`src/rtl/three_phase_lut_sequencer.sv`:
```
// Three-phase sine sequencer: one LUT port time-shared by phases A/B/C,
// three reads per sample tick, outputs updated together with a valid pulse.
module three_phase_lut_sequencer #(
    parameter int unsigned DIV       = 12,
    parameter int unsigned LUT_DEPTH = 9999,
    parameter int unsigned AW        = 14,
    parameter int unsigned DW        = 12
) (
    input  logic          clk,
    input  logic          rst,
    input  logic          en,
    input  logic          restart,
    output logic          lut_rd,
    output logic [AW-1:0] lut_addr,
    input  logic [DW-1:0] lut_data,
    output logic [DW-1:0] out_a,
    output logic [DW-1:0] out_b,
    output logic [DW-1:0] out_c,
    output logic          sample_valid,
    output logic          busy
);

    typedef enum logic [2:0] {
        IDLE  = 3'd0,
        RD_A  = 3'd1,
        RD_B  = 3'd2,
        RD_C  = 3'd3,
        CAP_C = 3'd4
    } state_t;

    localparam logic [15:0]   DIV_LAST = 16'(DIV - 1);
    localparam logic [AW-1:0] PTR_LAST = AW'(LUT_DEPTH - 1);
    localparam logic [AW-1:0] PTR_A0   = '0;
    localparam logic [AW-1:0] PTR_B0   = AW'(LUT_DEPTH / 3);
    localparam logic [AW-1:0] PTR_C0   = AW'((2 * LUT_DEPTH) / 3);

    state_t        state_q, state_d;
    logic [15:0]   div_q, div_d;
    logic          pend_q, pend_d;
    logic [AW-1:0] ptr_a_q, ptr_a_d;
    logic [AW-1:0] ptr_b_q, ptr_b_d;
    logic [AW-1:0] ptr_c_q, ptr_c_d;
    logic [AW-1:0] addr_q;
    logic [DW-1:0] sh_a_q, sh_a_d;
    logic [DW-1:0] sh_b_q, sh_b_d;
    logic [DW-1:0] sh_c_q, sh_c_d;
    logic [DW-1:0] out_a_q, out_a_d;
    logic [DW-1:0] out_b_q, out_b_d;
    logic [DW-1:0] out_c_q, out_c_d;
    logic          sv_q, sv_d;
    logic          tick;

    function automatic logic [AW-1:0] ptr_inc(input logic [AW-1:0] p);
        return (p == PTR_LAST) ? '0 : p + AW'(1);
    endfunction

    assign tick = en && (div_q == DIV_LAST);

    always_comb begin
        state_d  = state_q;
        div_d    = div_q;
        pend_d   = pend_q;
        ptr_a_d  = ptr_a_q;
        ptr_b_d  = ptr_b_q;
        ptr_c_d  = ptr_c_q;
        sh_a_d   = sh_a_q;
        sh_b_d   = sh_b_q;
        sh_c_d   = sh_c_q;
        out_a_d  = out_a_q;
        out_b_d  = out_b_q;
        out_c_d  = out_c_q;
        sv_d     = 1'b0;
        lut_rd   = 1'b0;
        lut_addr = addr_q;

        if (!en || div_q == DIV_LAST) div_d = '0;
        else                          div_d = div_q + 16'd1;

        case (state_q)
            IDLE: if (tick) state_d = RD_A;
            RD_A: begin
                state_d  = RD_B;
                lut_rd   = 1'b1;
                lut_addr = ptr_a_q;
            end
            RD_B: begin
                state_d  = RD_C;
                lut_rd   = 1'b1;
                lut_addr = ptr_b_q;
                sh_a_d   = lut_data;
            end
            RD_C: begin
                state_d  = CAP_C;
                lut_rd   = 1'b1;
                lut_addr = ptr_c_q;
                sh_b_d   = lut_data;
            end
            CAP_C: begin
                state_d = IDLE;
                sh_c_d  = lut_data;
                // C arrives on this same edge, so it bypasses its shadow
                out_a_d = sh_a_q;
                out_b_d = sh_b_q;
                out_c_d = lut_data;
                sv_d    = 1'b1;
            end
            default: state_d = IDLE;
        endcase

        if (state_q == CAP_C) begin
            pend_d = 1'b0;
            if (pend_q || restart) begin
                ptr_a_d = PTR_A0;
                ptr_b_d = PTR_B0;
                ptr_c_d = PTR_C0;
            end else begin
                ptr_a_d = ptr_inc(ptr_a_q);
                ptr_b_d = ptr_inc(ptr_b_q);
                ptr_c_d = ptr_inc(ptr_c_q);
            end
        end else if (restart) begin
            // Idle with no tick: reload now; otherwise defer to the sequence end
            if (state_q == IDLE && !tick) begin
                ptr_a_d = PTR_A0;
                ptr_b_d = PTR_B0;
                ptr_c_d = PTR_C0;
                pend_d  = 1'b0;
            end else begin
                pend_d = 1'b1;
            end
        end
    end

    always_ff @(posedge clk) begin
        if (rst) begin
            state_q <= IDLE;
            div_q   <= '0;
            pend_q  <= 1'b0;
            ptr_a_q <= PTR_A0;
            ptr_b_q <= PTR_B0;
            ptr_c_q <= PTR_C0;
            addr_q  <= '0;
            sh_a_q  <= '0;
            sh_b_q  <= '0;
            sh_c_q  <= '0;
            out_a_q <= '0;
            out_b_q <= '0;
            out_c_q <= '0;
            sv_q    <= 1'b0;
        end else begin
            state_q <= state_d;
            div_q   <= div_d;
            pend_q  <= pend_d;
            ptr_a_q <= ptr_a_d;
            ptr_b_q <= ptr_b_d;
            ptr_c_q <= ptr_c_d;
            addr_q  <= lut_addr;
            sh_a_q  <= sh_a_d;
            sh_b_q  <= sh_b_d;
            sh_c_q  <= sh_c_d;
            out_a_q <= out_a_d;
            out_b_q <= out_b_d;
            out_c_q <= out_c_d;
            sv_q    <= sv_d;
        end
    end

    assign out_a        = out_a_q;
    assign out_b        = out_b_q;
    assign out_c        = out_c_q;
    assign sample_valid = sv_q;
    assign busy         = (state_q != IDLE);

endmodule

```
`config.mk`:
```
export PLATFORM = sky130hd
export DESIGN_NAME = three_phase_lut_sequencer
export DESIGN_NICKNAME = d
export VERILOG_FILES = /design/src/rtl/three_phase_lut_sequencer.sv
export SDC_FILE = /design/constraint.sdc
export NUM_CORES = 1
export LEC_CHECK = 0
export ABC_CLOCK_PERIOD_IN_PS = 2980
export BUFFER_PORTS_ARGS = -buffer_cell sky130_fd_sc_hd__buf_4
export CAP_MARGIN = 20
export CORE_MARGIN = 4
export CORE_UTILIZATION = 45
export CTS_CLUSTER_SIZE = 24
export DETAILED_ROUTE_END_ITERATION = 7
export REMOVE_ABC_BUFFERS = 1
export SLEW_MARGIN = 10
export SYNTH_ARGS = -nofsm -noshare
export SYNTH_HDL_FRONTEND = slang
export SYNTH_SLANG_ARGS = --single-unit
```
`constraint.sdc`:
```
create_clock -name clk -period 2.98 [get_ports clk]
set_clock_uncertainty 0.2 [all_clocks]
set_input_delay 0.149 -clock clk [delete_from_list [all_inputs] [get_ports clk]]
set_output_delay 0.149 -clock clk [all_outputs]
set_load 0.02 [all_outputs]
```
==> results of run 1 <==
-- per-stage QoR --
stage / util (%) / total power, uW / worst slack [ns]
6_report: 56.5 / 4160 / 0.429
5_1_grt: 56.5 / 4280 / 0.275
4_1_cts: 56.5 / 4200 / 0.424
3_5_place_dp: 50.9 / 1990 / 0.553
3_3_place_gp: 50.9 / 1990 / 0.595
2_1_floorplan: - / 1930 / -0.263
-- layout make-up --
| class | instances | area (um^2) |
|---|---|---|
| fill | 1250 | 5800 |
| timing repair buffer | 95 | 746 |
| clock buffer | 19 | 443 |
| tap | 176 | 220 |
| clock inverter | 11 | 173 |
| inverter | 7 | 26.3 |
| sequential | 137 | 2740 |
| multi-input combinational | 543 | 3200 |
-- worst max-delay path by stage --
stage,start,endpoint,cells after the start
after floorplan,state_q[2],ptr_a_q[1],5
after global placement,div_q[0],ptr_b_q[2],5
after detailed placement,div_q[0],ptr_b_q[10],5
after CTS,state_q[0],lut_addr[8],6
after global routing,div_q[0],ptr_b_q[0],6
final,state_q[0],lut_addr[8],6
-- worst max-delay path, delay by kind of cell (launching register included) --
| family | cells | cell delay (ns) |
|---|---|---|
| buffers and inverters | 2 | 0.49 |
| flip-flops | 1 | 0.34 |
| AO/OA/AOI/OAI | 2 | 0.29 |
| AND/OR/NAND/NOR | 2 | 0.65 |
-- routing by layer --
metal | global-route usage [%] | vias to the layer above
met1 | 27.0 | 2569
met3 | 5.29 | 20
met4 | 7.78 | 2
met2 | 31.9 | 135
li1 | - | 2698
met5 | 0 | -
-- power groups by stage --
| stage | clock network, uW | registers (uW) | logic [uW] |
|---|---|---|---|
| finish | 2190 | 1850 | 116 |
| global route | 2300 | 1850 | 128 |
| CTS | 2240 | 1850 | 116 |
| detailed placement | 0 | 1890 | 102 |
| global placement | 0 | 1890 | 101 |
| floorplan | 0 | 1880 | 44.1 |
-- sequential cells by signal, summed over array words and instances (netlist names) --
signal,count
addr_q,14
div_q,16
out_a,12
out_b,12
out_c,12
pend_q,1
ptr_a_q,14
ptr_b_q,14
ptr_c_q,14
sample_valid,1
sh_a_q,12
sh_b_q,12
state_q,3
-- cells by family (layout without fill, tap and decap cells) --
logic type / Yosys count / in the layout / synth area share [%]
buf+inv: 54 / 132 / 3.97
compound gates: 162 / 162 / 16.7
xor+xnor: 38 / 38 / 5.38
fa+ha+maj: 7 / 7 / 1.42
simple gates: 322 / 322 / 25.9
mux: 14 / 14 / 2.27
flops: 137 / 137 / 44.4
-- synth_stat cells, drive strengths merged (4+ instances only) --
cell type,number,share of area [%]
nand3,16,1.3
and3,9,0.91
and4,5,0.71
ha,7,1.4
or4,5,0.67
nand4,13,1.4
o31ai,6,0.73
inv,7,0.43
nand2,138,8.4
nor3,10,0.89
dfxtp,137,44
nor2,75,4.8
o2111ai,11,1.6
nand2b,4,0.40
xnor2,5,0.71
nor4b,7,1.4
nor2b,16,1.6
o21ai,20,1.7
o21bai,4,0.67
o211ai,9,1.3
or3,5,0.51
clkbuf,30,1.8
o22a,14,2.0
buf,17,1.7
a21oi,86,7.1
mux2i,14,2.3
xor2,33,4.7
nor4,7,1.2
-- timing repair --
action | 4_1_cts | 5_1_grt
hold buffers | 13 | 0
resized for setup | 0 | 0
endpoints found under the hold margin | 43 | 0
==> summary by stage, run 1 <==
Min path
The class of the worst hold path is in2reg. The number of stages on the worst hold path is 2. The worst hold path terminates at state_q[2]. The hold path startpoint is rst.

STA
On the final layout, the worst hold slack is between 0.04 and 0.05 ns. The number of setup violations in the final report is 0. The max-slew violation count is 0. At the pin with the least slew margin, the transition time is around 0.82 ns. Setup repair after global routing left no endpoint under its margin. Setup total negative slack on the finished layout was measured at 0 ns. The maximum clock frequency is 392 MHz. The relative max-transition margin is 45.4%. The share of the clock period used by the worst path after layout is 85.6%. The final critical delay including setup and external delays is 2.55 ns. The number of failing hold endpoints at the final stage is 0.

Synth
The average cell area after synthesis is 8.42 um^2. In this run, synthesis produced a sequential element count of 137. The portion of the post-synthesis area used by sequential elements is 44.4%.

The number of synthesis warnings is 0. The number of cells produced by synthesis is 734. The total standard cell area after synthesis is 6180 um^2. After synthesis, the netlist uses 59 different library cells. The count of flip-flops with a built-in enable after synthesis is 0. In the synthesized netlist the dominant register cell turns out to be dfxtp_1. Of all flip-flops after synthesis, the portion carrying an async set or reset was 0%.

GRT
The number of global-route vias before repair came to 5200. The wire length of the first global-routing pass is 26.3 mm. Entering global routing, the biggest net connects 63 pins. Global routing consumed, over all layers together, about a fifth of the routing resources.

The number of antenna violations at the first check in global routing is 1. Global routing finished with a remaining overflow of 0.

Place
The number of placed instances, taps included, is 945. The placed instances occupy a cell area of between 6000 and 7000 um^2. The final weighted congestion in routability-driven placement is about 0.9.

The count of buffers inserted at the top-level ports is 68. The half-perimeter wire length after placement is 10.6 mm.

Clocking
The H-tree was split into 4 levels. The CTS root buffer is clkbuf_16. The clock net in this run drives a total of 137 sinks. The insertion delay of the later-clocked pin in the worst-skew pair is 0.42 ns. The clock-pin slew reported for the worst setup and hold paths after clock tree synthesis is roughly 0.060 ns.

The CTS buffer count is 17. The number of setup buffers added after CTS is 0. No sink is reached through more buffers than the 2 on the longest clock path. TritonCTS built the clock tree.

Power and ir drop
The worst-case IR drop observed on VDD is 0.374 mV. The combinational group share of total power is 2.8%. The sequential group share of total power is 44.4%. The clock network power share is 52.8%. The leakage component of the power is about 0.0027 uW. Summed over all nets, the switching power comes to 860 uW. Dividing total power by cell area gives a power density of 551 nW/um^2.

Of the total power, the share spent switching nets is between 20% and 30%. The internal portion of the total power is 3300 uW.

Die
The width of the die is 125 um. The number of core rows is 42. For this configuration, the core starts out at a cell density of about 46%. The floorplan step defined a die boundary enclosing 15700 um^2. The number of top-level pins is 69. The core region is between 10000 and 15000 um^2. In this run the vertical extent of the chip is 125 um.

Worst setup path
Traced cell by cell, the critical path runs through buf_4 -> nand2b_1 -> nor2_1 -> a21oi_1 -> o22a_1 -> buf_4. The start of the worst register-to-register path is state_q[0]. By instance count, the cell type seen most on the critical path is buf_4. STA puts the critical path data required time at 2.63 ns. The largest individual stage delay along the critical path comes from the cell nand2b_1. For the worst setup path, the data arrival time is 2.20 ns.

The worst setup path is launched from a register. The worst reg-to-reg setup slack is 0.46 ns. The worst register-to-register path ends at ptr_c_q[12].

On the worst path, the slowest cell contributes a delay of 0.39 ns. Measured in cells, the most critical reg-to-reg path has a length of 5. The type of the worst setup path is reg2out. The capturing element type of the critical path is an output port. Along the worst path, the maximum fanout reaches 23.

Drt
Dividing the detail-routed wire length by the instance count gives 16.0 um. The detailed-route wire length is ~16 mm. The routed via count is 5424. The via density per instance is 5.49. The post-route met1 wirelength is roughly 7.2 mm.

In this run the top signal layer used is met5. The number of antenna-violating nets in the routed design is 0. The DRC violations left is 0. The total length of routed met3 wires is 922 um. Before antenna repair, the detailed router went through 5 iterations.

The detailed router finished its first iteration with 600 violations. The routed length on met2 is 7.42 mm.

Cells and area
The synthesis-to-layout area growth is 22.0%. The count of nets after finishing is 824. In the layout the commonest cells are 138 x nand2_1, 137 x dfxtp_1, 84 x a21oi_1. The library cell used most frequently in the layout, excluding fill and tap cells, is nand2_1. The final cell count without fillers is just under 1000. The layout cell share with drive strength beyond 1 is 16.3%. The final cell area excluding filler cells is 7550 um^2. The total inserted antenna cells is 0.

Run status
The run finished with clean final reports.

Flow run
Max-cap violations in this run came to 0.
Note: power is estimated with default switching activity, not from simulation.
==> run 2, diff against run 1 <==
CELL_PAD_IN_SITES_DETAIL_PLACEMENT = 2   (was unset)
CELL_PAD_IN_SITES_GLOBAL_PLACEMENT = 2   (was unset)
CORE_UTILIZATION = 35   (was 45)
PLACE_DENSITY_LB_ADDON = 0.1   (was unset)
==> run 2 against run 1 <==
Maximum frequency fell by 6.2%. Count of clock-buffer cells in the layout unchanged. Critical path type unchanged. Critical endpoint is now lut_addr[1]. Register-to-register slack lost 0.14 ns. Critical path depth shrank 1. Largest power group unchanged. Worst hold slack better by 0.18 ns. Largest cell class unchanged. Non-clock buffer count is 5 higher.
==> summary by stage, run 2 (synthesized netlist as in run 1, its figures left out) <==
GRT
The number of global-route vias before repair is 6162 (+19%). The number of antenna violations at the first check in global routing was 0 (-1). The overall fraction of global-route tracks in use is 20.9% (+0.61 points). The maximum number of pins on one net before global-route repair is 64 (+1.6%).

The total global routing overflow is 0 (unchanged). The wire length of the first global-routing pass came to 33.0 mm (+25%).

Cells and area
Counting flops per register, the top entry is div_q. The utilization after layout is 44.4% (-12 points). The fill cell instance count of the final layout is 1937 (+55%). The area growth from synthesis to layout is 24.1%. In the layout the commonest cells are 138 x nand2_1, 137 x dfxtp_1, 85 x buf_4. The final cell count without fillers was 1043 (+5.6%). The count of nets after finishing came to 829 (+0.61%). The layout cell share with drive strength beyond 1 is 16.6% (+0.37 points). The number of flip-flops in the largest register is 16 (unchanged). The footprint of the flip-flops and latches came to 2740 um^2 (unchanged). The total inserted antenna cells is 0 (unchanged). The most frequent standard cell in the layout excluding fill and tap cells is nand2_1. The area of the multi-input gates is 3200 um^2 (unchanged).

STA
Setup repair after global routing left no endpoint under its margin. The relative max-transition margin is 41.7% (-3.7 points). The number of setup violations in the final report came to 0 (unchanged). The worst-margin pin slew is 0.874 ns (+0.0551 ns). The number of failing hold endpoints at the final stage is 0 (unchanged). The setup total negative slack is 0 ns (unchanged). The final critical delay including setup and external delays is 2.72 ns (+0.168 ns). The max-slew violation count came to 0 (unchanged).

The maximum clock frequency is 368 MHz (-6.2%). The share of the clock period used by the worst path after layout is 91.2% (+5.6 points).

Place
The half-perimeter wire length after placement is 13.8 mm (+29%). The final weighted congestion in routability-driven placement came to 0.817 (-9.5%). The count of buffers inserted at the top-level ports is 68 (unchanged). The placed instance count is 997 (+5.5%).

Min path
In this run the most critical hold path is launched from en. The class of the worst hold path is in2reg.

Drt
The routed wire length per instance is 19.7 um (+23%). The routed via count is 5685 (+4.8%). The number of antenna-violating nets in the routed design was 0 (unchanged). The detailed-route wire length was 20.5 mm (+30%). The DRC violations left is 0 (unchanged).

The starting DRC count in detailed routing is 273 (-55%). The number of optimization iterations in the first detailed-route pass is 4 (-1). The via density per instance is 5.45 (-0.72%).

Clocking
The maximum level of the CTS H-tree is 4 (unchanged). The insertion delay of the later-clocked pin in the worst-skew pair is 0.43 ns (about the same). The CTS tree is built. The clock-pin slew reported for the worst setup and hold paths after clock tree synthesis is 0.06 ns (about the same). The number of setup buffers added after CTS was 0 (unchanged). The number of sinks driven by the clock tree came to 137 (unchanged). The CTS root buffer is clkbuf_16. The maximum number of buffers from clock root to sink is 2 (unchanged). The CTS buffer count is 17 (unchanged).

Die
The full die area is 19900 um^2 (+27%). The die outline height is 141 um (+13%). The width of the die is 141 um (+13%).

The number of top-level pins was 69 (unchanged). The number of core rows is 48 (+14%). The core footprint is 17300 um^2 (+30%).

The initial core utilization is 35.7% (-11 points).

Worst setup path
The critical path arrival came to 2.37 ns (+0.17 ns). STA classifies the critical path startpoint as a register. The required time at the worst-slack endpoint was 2.63 ns (about the same). The worst setup path is captured at an output port. The largest fanout on the critical path was 11 (-52%). The critical path is of the reg2out type. The start of the worst register-to-register path is state_q[0]. The origin of the worst setup path is state_q[0].

Flow run
The number of maximum-capacitance constraint violations is 0 (unchanged).

Power and ir drop
The worst IR drop on VDD was 0.403 mV (+7.6%). The power per unit of standard cell area is 562 nW/um^2 (+1.9%). The leakage component of the power is 0.00271 uW (+1.4%).

Run status
The run finished with clean final reports.
-- run 2: layer usage --
| layer | vias to the layer above | routed length (um) | global-route usage (%) |
|---|---|---|---|
| met3 | 14 | 877 | 4.41 |
| met5 | - | 0 | 0 |
| li1 | 2702 | - | - |
| met1 | 2870 | 9370 | 26.5 |
| met4 | 0 | 177 | 5.41 |
| met2 | 99 | 10100 | 36.3 |
-- run 2: through the flow --
step                      total power, uW  hold slack, ns  instance area (um^2)  setup slack (ns)
after global routing                 4440           0.277                  7670             0.135
after CTS                            4360           0.228                  7670             0.208
final                                4310           0.225                  7670             0.261
after detailed placement             2000           0.229                  6880             0.391
after global placement               2000           0.221                  6880             0.472
after floorplan                      1930          0.0181                  5960            -0.263
-- run 2: area by class of cell --
class	count	share of cell area, %
multi-input cells	543	41.6
inverters	7	0.342
flip-flops and latches	137	35.7
clock buffers	19	5.77
well taps	225	3.67
clock inverters	12	2.58
repair buffers	100	10.3
-- run 2: path summary, 6_finish.rpt --
check                           cells after the start  slack [ns]     endpoint
worst max-delay path                                5        0.26  lut_addr[1]
worst max register to register                      5        0.32   ptr_b_q[8]
worst min-delay path                                3        0.22     div_q[1]
worst min register to register                      2        0.25     out_b[1]
-- run 2: worst max-delay path, cell delays in order (launching register included) --
cell	delay [ns]
dfxtp_1	0.49
or2_1	0.35
nor2b_1	0.45
buf_4	0.28
o22a_1	0.22
buf_4	0.16
-- run 2: repair_timing --
action / 4_1_cts / 5_1_grt
endpoints found under the hold margin: 49 / 0
resized for setup: 0 / 0
hold buffers: 15 / 0
-- run 2: power by group --
part / total [uW] / switching (uW) / internal (uW)
clock network: 2340 / 835 / 1500
registers: 1850 / 8.73 / 1840
logic: 128 / 80.8 / 47.5
==> run 3, diff against run 2 <==
CORE_MARGIN = 2   (was 4)
==> run 3 against run 2 <==
Sequential power about the same. Critical path depth up 1. Combinational power about the same. Total power down 4.4%. Largest cell class unchanged. Critical path type unchanged. Maximum frequency up 4.5%.
==> summary by stage, run 3 (synthesized netlist as in run 1, its figures left out) <==
STA
The worst-margin pin slew is 0.856 ns (-0.0182 ns). Setup repair after global routing left no endpoint under its margin. The share of the clock period used by the worst path after layout is 87.3% (-3.9 points). The number of failing hold endpoints at the final stage came to 0 (unchanged). The worst setup margin is 0.378 ns (+0.117 ns). The final critical delay including setup and external delays is 2.60 ns (-0.117 ns). The maximum clock frequency was 384 MHz (+4.5%). The number of setup violations in the final report is 0 (unchanged). The max-slew violation count is 0 (unchanged). The relative max-transition margin came to 42.9% (+1.2 points).

GRT
The number of global-route vias before repair is 5995 (-2.7%). The maximum number of pins on one net before global-route repair came to 55 (-14%). The total global routing overflow is 0 (unchanged). The overall fraction of global-route tracks in use came to 22.8% (+1.8 points). The number of antenna violations at the first check in global routing came to 0 (unchanged). The wire length of the first global-routing pass is 33.0 mm (+0.19%).

Power and ir drop
The leakage component of the power came to 0.00266 uW (-1.7%). The worst IR drop on VDD was 0.380 mV (-5.5%). The power per unit of standard cell area is 541 nW/um^2 (-3.6%).

Worst setup path
The delay of the slowest cell on the worst path came to 0.45 ns (-0.04 ns). The worst setup path is launched from a register. The capturing element type of the critical path is an output port.

The largest fanout on the critical path is 11 (unchanged). The required time at the worst-slack endpoint is 2.63 ns (about the same). The kind of cell with the highest combined delay along the critical path is simple AND/OR/NAND/NOR gates. Traced cell by cell, the critical path runs through or2_1 -> buf_4 -> nor2b_1 -> buf_4 -> o22a_1 -> buf_4. The worst reg-to-reg setup slack was 0.39 ns (+0.07 ns). The total buffers and inverters traversed by the critical path is 3 (+1).

The endpoint of the worst register-to-register path is ptr_c_q[12]. The cell with the largest stage delay on the worst path is nor2b_1. The critical path arrival was 2.25 ns (-0.12 ns). The critical path starts at state_q[1]. The cell repeated most along the worst path is buf_4.

The type of the worst setup path is reg2out. The number of cells on the worst reg-to-reg path was 5 (unchanged). In this run the critical register-to-register path is launched from state_q[0].

Cells and area
The most frequent standard cell in the layout excluding fill and tap cells is nand2_1. The synthesis-to-layout area growth is 23.1%. The total inserted antenna cells is 0 (unchanged). The count of nets after finishing was 827 (-0.24%).

The layout cell share with drive strength beyond 1 is 16.9% (+0.27 points). Counting flops per register, the top entry is div_q. The number of flip-flops in the largest register is 16 (unchanged). In the layout the commonest cells are 138 x nand2_1, 137 x dfxtp_1, 85 x buf_4. The final cell count without fillers is 1042 (-0.096%). The footprint of the flip-flops and latches came to 2740 um^2 (unchanged). The fill cell instance count of the final layout was 1910 (-1.4%). The area of the multi-input gates is 3200 um^2 (unchanged).

Place
The count of buffers inserted at the top-level ports is 68 (unchanged). The placed instance count was 997 (unchanged). The final weighted congestion in routability-driven placement is 0.868 (+6.3%). The half-perimeter wire length after placement is 14.3 mm (+3.6%). The pre-CTS worst setup slack is 0.469 ns (+0.0780 ns).

Drt
The via density per instance is 5.52 (+1.2%). The routed wire length per instance is 19.9 um (+1.1%). The routed via count is 5749 (+1.1%). The number of antenna-violating nets in the routed design is 0 (unchanged). The DRC violations left is 0 (unchanged).

The number of optimization iterations in the first detailed-route pass came to 4 (unchanged). The detailed-route wire length was 20.7 mm (+0.96%). The starting DRC count in detailed routing is 296 (+8.4%).

Flow run
The number of maximum-capacitance constraint violations is 0 (unchanged).

Clocking
TritonCTS built the clock tree. The number of hold-repair buffers added at the cts stage came to 13 (-2). The number of sinks driven by the clock tree is 137 (unchanged). The maximum level of the CTS H-tree is 4 (unchanged). The insertion delay of the later-clocked pin in the worst-skew pair is 0.42 ns (about the same). The CTS root buffer is clkbuf_16. The number of setup buffers added after CTS is 0 (unchanged). The clock-pin slew reported for the worst setup and hold paths after clock tree synthesis is 0.07 ns (about the same). The CTS buffer count is 17 (unchanged).

The number of instances resized during post-cts repair came to 0 (unchanged). The maximum number of buffers from clock root to sink is 2 (unchanged).

Die
The core footprint came to 17300 um^2 (unchanged). The die outline height came to 137 um (-2.8%). The number of core rows is 48 (unchanged). The full die area came to 18700 um^2 (-5.6%). The width of the die is 137 um (-2.8%). The number of top-level pins came to 69 (unchanged).

The initial core utilization is 35.7% (unchanged).

Min path
The number of stages on the worst hold path is 2 (-1). The worst hold path terminates at out_c[11]. The hold path startpoint is rst. The class of the worst hold path is in2reg.

Run status
The run finished with clean final reports.
[run 3: final cells by class]
cell class              count  area share, %
clock inverters            14           2.10
well taps                 225           3.70
clock buffers              18           5.77
flip-flops and latches    137           36.0
repair buffers             98           10.1
multi-input cells         543           42.0
inverters                   7          0.345
[run 3: metrics by stage]
step                      TNS [ns]  util (%)  hold WS [ns]  power [uW]  cell area, um^2
after global placement           0      39.8         0.222        1990             6880
final                            0      44.0        0.0378        4120             7610
after global routing             0      44.0        0.0682        4260             7610
after CTS                        0      44.0        0.0482        4150             7610
after detailed placement         0      39.8         0.226        2000             6880
after floorplan              -2.80         -        0.0181        1930             5960
[run 3: worst max-delay path by stage]
stage / cells after the start / slack (ns) / end
3_5_place_dp: 5 / 0.47 / ptr_b_q[8]
4_1_cts: 6 / 0.37 / lut_addr[5]
3_3_place_gp: 5 / 0.58 / ptr_c_q[12]
2_1_floorplan: 5 / -0.26 / ptr_a_q[1]
6_report: 6 / 0.38 / lut_addr[1]
5_1_grt: 5 / 0.25 / ptr_c_q[12]
[run 3: where the power goes]
group | internal [uW] | leakage, uW | switching [uW]
clock network | 1270 | 0.000275 | 877
registers | 1840 | 0.00110 | 8.26
logic | 46.5 | 0.00129 | 80.2
[run 3: routing by layer]
layer	wire length (um)	share of wire [%]	GRT usage (%)	up-vias
li1	-	-	-	2695
met1	9670	47	30.4	2930
met2	10000	48	37.6	99
met3	712	3.4	3.93	25
met4	327	1.6	6.99	0
met5	0	0	0	-
[run 3: worst reg2reg max path, delay by kind of cell (launching register included)]
family / cells / cell delay (ns)
AOI/OAI and AO/OA: 3 / 1.36
and+or+nand+nor: 2 / 0.60
DFF: 1 / 0.31
